### config.mk
export PLATFORM = sky130hd
export DESIGN_NAME = sat_counter
export DESIGN_NICKNAME = d
export VERILOG_FILES = /design/src/rtl/prbs_checker_sat_counter.sv
export SDC_FILE = /design/constraint.sdc
export NUM_CORES = 1
export LEC_CHECK = 0
export ABC_AREA = 1
export CAP_MARGIN = 25
export CORE_MARGIN = 2
export CORE_UTILIZATION = 25
export CTS_CLUSTER_SIZE = 12
export DETAILED_ROUTE_END_ITERATION = 10
export PLACE_DENSITY = 0.53
export REMOVE_ABC_BUFFERS = 1
export SLEW_MARGIN = 5
export SYNTH_ARGS = -nofsm -noshare
export SYNTH_HDL_FRONTEND = slang
export SYNTH_SLANG_ARGS = --single-unit
### constraint.sdc
create_clock -name clk_i -period 1.9 [get_ports clk_i]
set_input_delay 0.19 -clock clk_i [delete_from_list [all_inputs] [get_ports clk_i]]
set_output_delay 0.19 -clock clk_i [all_outputs]
set_load 0.05 [all_outputs]
### src/rtl/prbs_checker_sat_counter.sv
// Saturating up-counter with synchronous clear; clear wins over a same-cycle increment.
module sat_counter #(
    parameter int W = 32
) (
    input  logic         clk_i,
    input  logic         rst_n_i,
    input  logic         clr_i,
    input  logic         inc_i,
    output logic [W-1:0] count_o
);

    logic [W-1:0] r_count;

    // Count register: clear, then increment only below all-ones
    always_ff @(posedge clk_i or negedge rst_n_i) begin
        if (!rst_n_i) begin
            r_count <= '0;
        end else if (clr_i) begin
            r_count <= '0;
        end else if (inc_i && !(&r_count)) begin
            r_count <= r_count + W'(1);
        end else begin
            r_count <= r_count;
        end
    end

    assign count_o = r_count;

endmodule

=== Yosys cells after proc, flatten, opt, wreduce, memory -nomap -nowiden ===
Index checks and enable logic that the tools add are counted.
W data, S select, Z words.

* Multiplexer cells: 2
* Reduce and logical (&&, ||, !) cells: 4
* $add $sub $neg: 1

{| class="wikitable"
|+ Operator list
! operator !! number
|-
| $mux W32 || 2
|-
| $add A32 B1 Y32 const B || 1
|-
| $reduce_and A32 Y1 || 1
|-
| $reduce_bool A2 Y1 || 1
|-
| $logic_and A1 B1 Y1 || 1
|-
| $logic_not A1 Y1 || 1
|}

* Bits in registers: 32
* Logic and storage cells: 8
* Output and inout bits: 32

=== Depth between registers and ports, before layout ===
* Depth after elaboration: 5
* Gate-level depth with buffers: 12
* Mapped depth without buffers: 11

=== Worst setup path after synthesis ===
No wires, ideal clock.

* Path kind: reg2reg
* Start: register r_count[1] (netlist: count_o[1])
* End: register r_count[18] (netlist: count_o[18])
* Period minus slack after synthesis: 1.998 ns
* Path buffers: 1
* Setup time: 0.118 ns
* Slack: -0.098 ns
* Stages on the path, launching flop included: 12
* Required time: 1.782 ns
* Data arrival time: 1.880 ns
* Cell sequence: dfrtp_1 > ha_1 > nand2_1 > nor2_4 > nand2_4 > nor2_8 > nand2_2 > nand2_4 > nand2_4 > buf_6 > nand3_1 > nand2_1

* Word-level cells in the longest chain between the ends: 4

{| class="wikitable"
|+ RTL lines
! item !! RTL line !! source
|-
| start: declaration || 12 || <nowiki>logic [W-1:0] r_count;</nowiki>
|-
| start signal: assignment || 21 || <nowiki>r_count <= r_count + W'(1);</nowiki>
|-
| start signal: assignment || 23 || <nowiki>r_count <= r_count;</nowiki>
|-
| parallel branches: the longest is 4 deep, another holds $add A32 B1 Y32 || - ||
|}

Parallel ways; which one is timed is not known. The select of a mux whose other input is x is not followed.
A chain may end at the register's enable or synchronous reset.

=== Worst setup path in the final report ===
* Start: register r_count[13] (netlist: count_o[13])
* End: output count_o[13]

{| class="wikitable"
|+ RTL lines
! item !! RTL line !! source
|-
| end: declaration || 9 || <nowiki>output logic [W-1:0] count_o</nowiki>
|}

No word-level cell between the ends.

==> out/qor.yml <==
fin_crit_sh: 0.954
utilization: 0.359
fin_crit_ps: 1810
yosys_warnings: 0
cap_violations: 0
layout.nets: 435
p_switching_w: 0.000355
cts_tree: "built"
grt-ovfl-total: 0
die-area_mm2: 0.00974
port_buffers: 35
setup_tns_ps: 0
r2r_cells: 12
cts_buffer_depth: 2
maxSlewHeadroom: 0.664
ys_ff_latch: 32
wl_met2_um: 3280
m1WireLength_um: 3680
ant_nets: 0
vdd_drop_max_v: 0.000205
internal_power_w: 0.00102
r2r-start: "count_o[0]"
cts_htree_levels: 2
critPathLaunchType: "flop"
final.fill_count: 941
required_ps: 1710
cts_root_buf: "clkbuf_8"
fp.coreArea_mm2: 0.00872
num_vias: 2470
setup_viol: 0
start_util: 0.257
cts_made_buffers: 5
r2r_setup_slack_ps: 140
cts_sinks: 32
grt_pass1_wl_um: 12100
clock_power_share: 0.408
area_growth_pct: 39.6
final_layout_size_suffix_gt1_frac: 0.162
largest_register_ffs: 32
fin_area_mm2: 0.00313
worstMarginPinSlew_ps: 502
vias_per_cell: 4.58
critical_path_class: "reg2out"
grt_max_degree: 33
syn_inst: 350
min_path_type: "in2async"
hold_viol_final: 0
drc: 0
synth_cell_type_count: 28
crit_path_max_fanout: 5
power_density_mw_per_mm2: 438
die_h_um: 98.7
clk_latency_ps: 290
grt_pass1_vias: 2471
avgSynthCellArea_um2: 6.41
wl_per_cell_um: 13.6
dr.max_layer_used: "met4"
outcome: "completed"
fin_skew_ps: 8.55
yosysSeqAreaShare: 0.357
gp_congestion: 0.912
io_pins: 36
diodes: 0
worstPathArrival_ps: 1620
antenna_found_initial: 0
cts_hold_buffers: 0
max_freq_mhz: 552
power_frac_comb: 0.091
r2r_end: "count_o[28]"
drt_pass1_iterations: 4
fp.dieW_um: 98.7
swShare: 0.259
rsz0062_at_grt: "true"
drt_iter0_markers: 118
power_w: 0.00137
post_cts_buffers: 0
wl_um: 7320
dpl_cell_area_mm2: 0.00300
leakagePower_nw: 1.43
wl_met3_um: 234
fp-row-count: 34
crit_path_end_kind: "primary output"
hold_slack_ps: 316
grt_usage: 0.155
seq_power_share: 0.501
slew_viol_final: 0
hpwl_um: 5370
synth.cell_area_mm2: 0.00224
clkTransAtPathRegs_ps: 80
[per-stage QoR]
step | worst slack (ps) | cells
4_1_cts | 9.00 | 538
3_3_place_gp | -252 | 529
2_1_floorplan | -251 | 341
3_5_place_dp | -201 | 530
5_1_grt | -10.2 | 539
6_report | 87.6 | 539
[worst max-delay path by stage]
stage                  endpoint         from  slack (ps)  cells past startpoint
floorplan           count_o[25]   count_o[1]        -250                     11
global route        count_o[28]   count_o[0]         -10                     12
detailed placement   count_o[8]   count_o[0]        -200                     12
global placement    count_o[28]   count_o[0]        -250                      8
finish              count_o[13]  count_o[13]          90                      2
CTS                 count_o[13]   count_o[0]           9                     12
[cells by family after synthesis]
logic type | count (synthesis) | share of synthesized area
adder cells (fa/ha/maj) | 1 | 0.00558
buffers and inverters | 40 | 0.0831
flip-flops | 32 | 0.357
XOR/XNOR | 8 | 0.0312
AO/OA/AOI/OAI | 18 | 0.0424
AND/OR/NAND/NOR | 251 | 0.480
[power groups by stage]
stage / clock network [W] / logic, W / registers [W]
floorplan: 0 / 0.0000329 / 0.000715
global placement: 0 / 0.000115 / 0.000699
detailed placement: 0 / 0.000116 / 0.000700
CTS: 0.000581 / 0.000118 / 0.000686
global route: 0.000618 / 0.000133 / 0.000687
finish: 0.000560 / 0.000124 / 0.000687
[synth_stat cells]
master | number | share of area
inv_2 | 1 | 0.0017
a22oi_1 | 1 | 0.0033
clkbuf_1 | 3 | 0.0050
xnor2_1 | 4 | 0.016
nor2_2 | 5 | 0.014
buf_2 | 1 | 0.0022
nor2_4 | 1 | 0.0050
xor2_1 | 4 | 0.016
clkinv_2 | 1 | 0.0022
nand3b_1 | 1 | 0.0033
nand4_1 | 8 | 0.022
o21ai_0 | 4 | 0.0089
nand2_4 | 3 | 0.015
or2_2 | 1 | 0.0028
o21ai_1 | 10 | 0.022
nand3_1 | 34 | 0.076
ha_1 | 1 | 0.0056
buf_6 | 4 | 0.020
nand2_2 | 3 | 0.0084
inv_1 | 28 | 0.047
o21bai_1 | 1 | 0.0033
dfrtp_1 | 32 | 0.36
buf_4 | 1 | 0.0033
clkinv_1 | 1 | 0.0017
a21oi_1 | 2 | 0.0045
nor2_1 | 53 | 0.089
nand2_1 | 141 | 0.24
nor2_8 | 1 | 0.0089
[timing repair]
item | CTS | global route
gates cloned | 0 | 1
resized for setup | 2 | 2
pin swaps | 0 | 1
setup endpoints to repair | 20 | 21
[routing by layer]
metal	vias to the layer above	global-route usage
met5	-	0
met3	9	0.0241
met4	0	0.0295
met2	55	0.260
li1	1252	-
met1	1154	0.214
[placed cells by master (no fill, tap or decap)]
master / netlist / final
a21oi_2: 0 / 1
clkdlybuf4s50_1: 0 / 35
clkbuf_1: 3 / 2
clkbuf_8: 0 / 6
nor2_4: 1 / 1
nand2_8: 0 / 1
a21oi_1: 2 / 1
o21ai_0: 4 / 4
inv_1: 28 / 28
nand3_1: 34 / 34
nor2_8: 1 / 1
dfrtp_1: 32 / 32
xnor2_1: 4 / 4
inv_2: 1 / 1
clkinv_8: 0 / 1
nand4_1: 8 / 8
o21ai_1: 10 / 10
ha_1: 1 / 1
xor2_1: 4 / 4
buf_4: 1 / 46
a22oi_1: 1 / 1
clkinv_1: 1 / 1
or2_2: 1 / 1
nand2_2: 3 / 3
nor2_1: 53 / 53
o21bai_1: 1 / 1
nand2_1: 141 / 141
nand3b_1: 1 / 1
nand2_4: 3 / 3
nor2_2: 5 / 5
[area by class of cell]
cell class / count / area [um^2] / share of cell area
multi-input cells: 279 / 1280 / 0.409
inverters: 31 / 129 / 0.0412
well taps: 108 / 135 / 0.0432
flip-flops and latches: 32 / 801 / 0.256
repair buffers: 81 / 696 / 0.222
clock buffers: 8 / 90.1 / 0.0288
[critical path, cell delays in order, from the launching register on]
cell and delay [ps]:
dfrtp_1 390, buf_4 150, clkdlybuf4s50_1 800
Note: power is estimated with default switching activity, not from simulation.
